**src/rtl/cache_ctrl_2way.sv**
```systemverilog
// Two-way set-associative, write-back, write-allocate cache controller.
// Sequences tag lookup, victim writeback and line fill between the CPU port,
// the external tag/data RAMs (synchronous read) and a 128-bit memory channel.
module cache_ctrl_2way #(
  parameter int NUMBER_OF_SETS   = 1000,
  parameter int INDEX_BIT        = 10,
  parameter int TAG_BIT          = 23,
  parameter int BLOCK_SIZE_WORDS = 4
) (
  input  logic                              clk,
  input  logic                              rst_n,
  input  logic                              cpu_req_valid,
  output logic                              cpu_req_ready,
  input  logic                              cpu_req_rw,
  input  logic [31:0]                       cpu_req_addr,
  input  logic [31:0]                       cpu_req_wdata,
  output logic                              cpu_resp_valid,
  output logic [31:0]                       cpu_resp_rdata,
  output logic [INDEX_BIT-1:0]              ram_index,
  output logic                              tag0_we,
  output logic                              tag1_we,
  output logic [TAG_BIT-1:0]                tag_wdata0,
  output logic [TAG_BIT-1:0]                tag_wdata1,
  input  logic [TAG_BIT-1:0]                tag_rdata0,
  input  logic [TAG_BIT-1:0]                tag_rdata1,
  output logic                              db0_we,
  output logic                              db1_we,
  output logic [32*BLOCK_SIZE_WORDS-1:0]    db_wdata,
  input  logic [32*BLOCK_SIZE_WORDS-1:0]    db_rdata0,
  input  logic [32*BLOCK_SIZE_WORDS-1:0]    db_rdata1,
  output logic                              mem_req_valid,
  output logic                              mem_req_rw,
  output logic [31:0]                       mem_req_addr,
  output logic [32*BLOCK_SIZE_WORDS-1:0]    mem_wdata,
  input  logic                              mem_ready,
  input  logic [32*BLOCK_SIZE_WORDS-1:0]    mem_rdata
);

  localparam int LINE_BIT  = 32 * BLOCK_SIZE_WORDS;
  localparam int WSEL_BIT  = $clog2(BLOCK_SIZE_WORDS);
  localparam int OFF_BIT   = WSEL_BIT + 2;
  localparam int BLK_BIT   = 32 - OFF_BIT;
  localparam int TAG_FIELD = TAG_BIT - 3;
  localparam int V_BIT     = TAG_BIT - 1;
  localparam int D_BIT     = TAG_BIT - 2;
  localparam int U_BIT     = TAG_BIT - 3;

  typedef enum logic [2:0] {S_IDLE, S_LOOKUP, S_WRITEBACK, S_ALLOCATE, S_RESPOND} state_t;

  state_t                state;
  logic                  rw_q;
  logic [31:0]           wdata_q;
  logic [WSEL_BIT-1:0]   sel_q;
  logic [INDEX_BIT-1:0]  idx_q;
  logic [TAG_FIELD-1:0]  tag_q;
  logic [31:0]           line_addr_q;
  logic                  way_q;
  logic [TAG_BIT-1:0]    other_ent_q;

  logic [BLK_BIT-1:0]    req_blk;
  logic [INDEX_BIT-1:0]  req_index;
  logic [TAG_FIELD-1:0]  req_tag;
  logic                  unused_addr_bits;

  logic                  hit0, hit1, hit, sel_way;
  logic [TAG_BIT-1:0]    sel_ent, oth_ent;
  logic [LINE_BIT-1:0]   sel_line;
  logic [31:0]           wb_addr;

  logic                  go_respond, fin_way, fin_dirty;
  logic [LINE_BIT-1:0]   fin_src, fin_line;
  logic [31:0]           fin_word;
  logic [TAG_BIT-1:0]    fin_ent, fin_other, fin_other_raw;

  function automatic logic [LINE_BIT-1:0] merge_word(input logic [LINE_BIT-1:0] line,
                                                     input logic [WSEL_BIT-1:0] sel,
                                                     input logic [31:0] word);
    logic [LINE_BIT-1:0] m;
    m = line;
    m[(BLOCK_SIZE_WORDS-1-int'(sel))*32 +: 32] = word;
    return m;
  endfunction

  function automatic logic [31:0] pick_word(input logic [LINE_BIT-1:0] line,
                                            input logic [WSEL_BIT-1:0] sel);
    return line[(BLOCK_SIZE_WORDS-1-int'(sel))*32 +: 32];
  endfunction

  // Block number, set index and tag of the incoming CPU address.
  assign req_blk          = cpu_req_addr[31:OFF_BIT];
  assign req_index        = INDEX_BIT'(req_blk % BLK_BIT'(NUMBER_OF_SETS));
  assign req_tag          = TAG_FIELD'(req_blk / BLK_BIT'(NUMBER_OF_SETS));
  assign unused_addr_bits = ^cpu_req_addr[1:0];

  assign cpu_req_ready = (state == S_IDLE);

  // The index is presented combinationally while a request waits in IDLE so the
  // synchronous RAMs return the set during LOOKUP; afterwards the captured index holds.
  assign ram_index = (state == S_IDLE && cpu_req_valid) ? req_index : idx_q;

  // Tag compare and way selection: hit way, else invalid way, else used=0 way, else way0.
  always_comb begin
    // NOTE: every always_comb output gets a value on every path, so no latch is inferred.
    hit0 = tag_rdata0[V_BIT] && (tag_rdata0[TAG_FIELD-1:0] == tag_q);
    hit1 = tag_rdata1[V_BIT] && (tag_rdata1[TAG_FIELD-1:0] == tag_q);
    hit  = hit0 || hit1;
    if (hit0)                    sel_way = 1'b0;
    else if (hit1)               sel_way = 1'b1;
    else if (!tag_rdata0[V_BIT]) sel_way = 1'b0;
    else if (!tag_rdata1[V_BIT]) sel_way = 1'b1;
    else if (!tag_rdata0[U_BIT]) sel_way = 1'b0;
    else if (!tag_rdata1[U_BIT]) sel_way = 1'b1;
    else                         sel_way = 1'b0;
    sel_ent  = sel_way ? tag_rdata1 : tag_rdata0;
    oth_ent  = sel_way ? tag_rdata0 : tag_rdata1;
    sel_line = sel_way ? db_rdata1  : db_rdata0;
    wb_addr  = {BLK_BIT'(32'(sel_ent[TAG_FIELD-1:0]) * 32'(NUMBER_OF_SETS) + 32'(idx_q)),
                {OFF_BIT{1'b0}}};
  end

  // Line, tag entries and response word written on entry to RESPOND (hit or fill).
  always_comb begin
    go_respond    = (state == S_LOOKUP && hit) ||
                    (state == S_ALLOCATE && mem_req_valid && mem_ready);
    fin_src       = (state == S_LOOKUP) ? sel_line : mem_rdata;
    fin_way       = (state == S_LOOKUP) ? sel_way  : way_q;
    fin_dirty     = rw_q || ((state == S_LOOKUP) && sel_ent[D_BIT]);
    fin_line      = rw_q ? merge_word(fin_src, sel_q, wdata_q) : fin_src;
    fin_word      = pick_word(fin_line, sel_q);
    fin_ent       = {1'b1, fin_dirty, 1'b1, tag_q};
    fin_other_raw = (state == S_LOOKUP) ? oth_ent : other_ent_q;
    fin_other     = fin_other_raw;
    fin_other[U_BIT] = 1'b0;
  end

  // Controller FSM with registered CPU, RAM and memory-channel outputs.
  always_ff @(posedge clk or negedge rst_n) begin
    if (!rst_n) begin
      state          <= S_IDLE;
      rw_q           <= 1'b0;
      wdata_q        <= '0;
      sel_q          <= '0;
      idx_q          <= '0;
      tag_q          <= '0;
      line_addr_q    <= '0;
      way_q          <= 1'b0;
      other_ent_q    <= '0;
      cpu_resp_valid <= 1'b0;
      cpu_resp_rdata <= '0;
      tag0_we        <= 1'b0;
      tag1_we        <= 1'b0;
      tag_wdata0     <= '0;
      tag_wdata1     <= '0;
      db0_we         <= 1'b0;
      db1_we         <= 1'b0;
      db_wdata       <= '0;
      mem_req_valid  <= 1'b0;
      mem_req_rw     <= 1'b0;
      mem_req_addr   <= '0;
      mem_wdata      <= '0;
    end else begin
      // NOTE: state is updated with non-blocking assignments so every read sees pre-edge values.
      case (state)
        S_IDLE: begin
          if (cpu_req_valid) begin
            rw_q        <= cpu_req_rw;
            wdata_q     <= cpu_req_wdata;
            sel_q       <= cpu_req_addr[OFF_BIT-1:2];
            idx_q       <= req_index;
            tag_q       <= req_tag;
            line_addr_q <= {cpu_req_addr[31:OFF_BIT], {OFF_BIT{1'b0}}};
            state       <= S_LOOKUP;
          end
        end
        S_LOOKUP: begin
          way_q       <= sel_way;
          other_ent_q <= oth_ent;
          if (hit) begin
            state <= S_RESPOND;
          end else if (sel_ent[V_BIT] && sel_ent[D_BIT]) begin
            mem_req_valid <= 1'b1;
            mem_req_rw    <= 1'b1;
            mem_req_addr  <= wb_addr;
            mem_wdata     <= sel_line;
            state         <= S_WRITEBACK;
          end else begin
            mem_req_valid <= 1'b1;
            mem_req_rw    <= 1'b0;
            mem_req_addr  <= line_addr_q;
            state         <= S_ALLOCATE;
          end
        end
        S_WRITEBACK: begin
          if (mem_ready) begin
            mem_req_valid <= 1'b0;
            state         <= S_ALLOCATE;
          end
        end
        S_ALLOCATE: begin
          if (!mem_req_valid) begin
            mem_req_valid <= 1'b1;
            mem_req_rw    <= 1'b0;
            mem_req_addr  <= line_addr_q;
          end else if (mem_ready) begin
            mem_req_valid <= 1'b0;
            state         <= S_RESPOND;
          end
        end
        S_RESPOND: begin
          cpu_resp_valid <= 1'b0;
          tag0_we        <= 1'b0;
          tag1_we        <= 1'b0;
          db0_we         <= 1'b0;
          db1_we         <= 1'b0;
          state          <= S_IDLE;
        end
        default: state <= S_IDLE;
      endcase

      if (go_respond) begin
        cpu_resp_valid <= 1'b1;
        cpu_resp_rdata <= fin_word;
        db_wdata       <= fin_line;
        db0_we         <= ~fin_way;
        db1_we         <= fin_way;
        tag0_we        <= 1'b1;
        tag1_we        <= 1'b1;
        tag_wdata0     <= fin_way ? fin_other : fin_ent;
        tag_wdata1     <= fin_way ? fin_ent   : fin_other;
      end
    end
  end

endmodule

```
**config.mk**
```make
export PLATFORM = sky130hd
export DESIGN_NAME = cache_ctrl_2way
export DESIGN_NICKNAME = d
export VERILOG_FILES = /design/src/rtl/cache_ctrl_2way.sv
export SDC_FILE = /design/constraint.sdc
export NUM_CORES = 2
export LEC_CHECK = 0
export ABC_AREA = 1
export BUFFER_PORTS_ARGS = -buffer_cell sky130_fd_sc_hd__buf_2
export CORE_MARGIN = 10
export CORE_UTILIZATION = 30
export DETAILED_ROUTE_END_ITERATION = 10
export SETUP_SLACK_MARGIN = 0.2
export SYNTH_ARGS = -nofsm -noshare
export SYNTH_HDL_FRONTEND = slang
export SYNTH_SLANG_ARGS = --single-unit
```
**constraint.sdc**
```tcl
create_clock -name clk -period 14.9 [get_ports clk]
set_input_delay 2.235 -clock clk [delete_from_list [all_inputs] [get_ports clk]]
set_output_delay 2.235 -clock clk [all_outputs]
set_load 0.02 [all_outputs]
```
==> flow_summary.yaml <==
sta:
  worst_slew_pin_slew_ns: 1.20
  setup-violations-final: 0
  hold_violations: 0
  finalSetupTns_ns: 0
  max_freq_mhz: 67.2
  period_needed_ns: 14.88
  slew_headroom: 0.195
  final.period_utilization: 0.998
  rsz0062_at_grt: "true"
  fin_skew_ns: 0.0637
  setup_ws_ns: 0.0228
  maxSlewViolCount: 0
synth:
  ys_ff_latch: 482
  syn_inst: 4636
  syn-mean-instance-area_um2: 7.00
  yosysSeqAreaShare: 0.372
  async_reset_ff_frac: 1.00
  synth-edff-count: 0
  yosysUniqueCellTypes: 60
  yosysWarnings: 0
  syn_area_mm2: 0.0324
  synth-main-ff-cell: "dfrtp_1"
finish:
  layout_commonest_cell: "nand2_1"
  layout_common_cells: "1885 x nand2_1, 862 x buf_2, 481 x dfrtp_1"
  fin_nets: 6262
  syn2layout_area_growth_pct: 35.4
  drive_above_1_share: 0.305
  utilization: 0.410
min_path:
  hold_path.class: "reg2reg"
floorplanning:
  die_h_um: 349
  coreArea_mm2: 0.107
  die_x_um: 349
  die_area_mm2: 0.122
  rows: 120
  ios: 883
  start_util: 0.303
cts:
  cts_max_path_buffers: 3
  root_buffer: "clkbuf_16"
  insertion_delay_ns: 0.72
  cts_buffers: 60
  hold_buffers: 0
  clock-sinks: 482
  cts_tree: "done"
  clk_pin_slew_worst_paths_ns: 0.06
  htree_levels: 2
setup_path:
  worstPathMaxFanout: 7
  worst-setup-path-type: "in2out"
  required_ns: 12.66
  rrSetupSlack_ns: 5.20
  cp_slowest_cell: "a21boi_1"
  worstRegToRegCells: 37
  crit_top_cell: "nand2_2"
  cp-start-kind: "input pin"
  r2r_start: "tag_q[17]$_DFFE_PN0P_"
  cp-end-kind: "output port"
  r2r_end: "mem_req_addr[30]$_DFFE_PN0P_"
  cp.arrival_ns: 12.64
  worstSetupEndpoint: "ram_index[8]"
  max_stage_delay_ns: 0.23
  startpoint: "cpu_req_addr[30]"
placement:
  place.gp.congestion: 1.06
  dp_hpwl_mm: 160
  io_buffers: 876
  pre_cts_ws_ns: -0.532
detailed_routing:
  ant_nets: 0
  drt_pre_antenna_iters: 6
  viasPerCell: 5.18
  wl_per_cell_um: 28.1
  routed_wl_mm: 200
  drc_errors: 0
  num_vias: 36900
  drt_iter0_markers: 3221
grt:
  grt_pass1_vias: 35300
  grt_util_all_layers: 0.312
  grt_max_degree: 185
  antenna_found_initial: 117
  overflow: 0
  grt_pass1_wl_mm: 271
job:
  maxCapViolations: 0
run_status:
  status: "finished, final reports clean"
cells in the mapped netlist, drive strengths merged (5+ instances only):
| cell | number | area [um^2] |
|---|---|---|
| a21boi | 5 | 37.5 |
| a21oi | 281 | 1420 |
| a31o | 17 | 149 |
| a31oi | 57 | 357 |
| and2 | 6 | 38.8 |
| buf | 39 | 196 |
| clkbuf | 207 | 777 |
| clkinv | 7 | 26.3 |
| dfrtp | 482 | 12100 |
| fa | 71 | 1420 |
| ha | 64 | 801 |
| inv | 306 | 1160 |
| nand2 | 2069 | 8150 |
| nand3 | 220 | 1220 |
| nand3b | 8 | 60.1 |
| nand4 | 17 | 113 |
| nor2 | 189 | 848 |
| nor3 | 46 | 235 |
| o2111ai | 5 | 43.8 |
| o211ai | 75 | 563 |
| o21ai | 343 | 1760 |
| o21bai | 7 | 75.1 |
| o22ai | 9 | 56.3 |
| or2 | 6 | 37.5 |
| xnor2 | 17 | 149 |
| xor2 | 60 | 526 |
cell type report:
type | count | area [um^2]
Antenna cell | 37 | 92.6
Clock buffer | 79 | 1680
Clock inverter | 34 | 499
Fill cell | 11500 | 63300
Inverter | 313 | 1250
Multi-Input combinational cell | 3600 | 19800
Sequential cell | 482 | 12100
Tap cell | 1403 | 1760
Timing Repair Buffer | 1171 | 6810
critical path: cells and delay by family:
kind | cells | cell delay, ns
buffers and inverters | 11 | 1.10
and+or+nand+nor | 80 | 7.85
AOI/OAI and AO/OA | 9 | 1.41
state kept, by name, indices dropped and copies added, names as in the netlist, 3 cells and up:
register	cells
cpu_resp_rdata	32
db_wdata	128
idx_q	10
line_addr_q	25
mem_req_addr	28
mem_wdata	128
other_ent_q	22
state	3
tag_q	19
tag_wdata0	23
tag_wdata1	23
wdata_q	32
metrics by stage:
stage,area [um^2],std cells,hold WS (ns)
4_1_cts,43100,7063,0.469
3_5_place_dp,39500,6902,0.453
5_1_grt,43900,7097,0.478
2_1_floorplan,32500,4639,0.448
3_3_place_gp,39500,6902,0.450
6_report,43900,7119,0.467
cell families (layout without fill, tap and decap cells):
| family | Yosys count | after routing | synth area share |
|---|---|---|---|
| xor gates and xnor gates | 77 | 77 | 0.0208 |
| adders and majority gates | 135 | 135 | 0.0685 |
| buffers and inverters | 559 | 1597 | 0.0664 |
| other | 1 | 41 | 0.000116 |
| DFF | 482 | 482 | 0.372 |
| AOI/OAI and AO/OA | 816 | 816 | 0.142 |
| and+or+nand+nor | 2566 | 2568 | 0.331 |
how the worst min path moves through the flow:
stage,start,end,cells past startpoint
floorplan,line_addr_q[16]$_DFFE_PN0P_,line_addr_q[16]$_DFFE_PN0P_,2
global placement,mem_wdata[90]$_DFFE_PN0P_,mem_wdata[90]$_DFFE_PN0P_,2
detailed placement,mem_wdata[117]$_DFFE_PN0P_,mem_wdata[117]$_DFFE_PN0P_,2
CTS,mem_wdata[117]$_DFFE_PN0P_,mem_wdata[117]$_DFFE_PN0P_,2
global route,mem_wdata[5]$_DFFE_PN0P_,mem_wdata[5]$_DFFE_PN0P_,2
finish,mem_wdata[36]$_DFFE_PN0P_,mem_wdata[36]$_DFFE_PN0P_,2
routing by layer:
metal  routed length [um]  track usage  share of wire
met1                67000        0.322           0.34
met2                95200        0.529           0.48
met3                20100        0.108           0.10
met4                17100        0.222          0.086
met5                  495            0         0.0025
what timing repair did:
item | in CTS | in global routing
gates cloned | 2 | 0
setup buffers | 46 | 19
pin swaps | 126 | 97
endpoints found under the setup margin | 7 | 7
resized for setup | 256 | 128
Power is left out: the tool's default activity adds up to more than one toggle a clock period on the data nets, which glitch-free logic cannot reach.
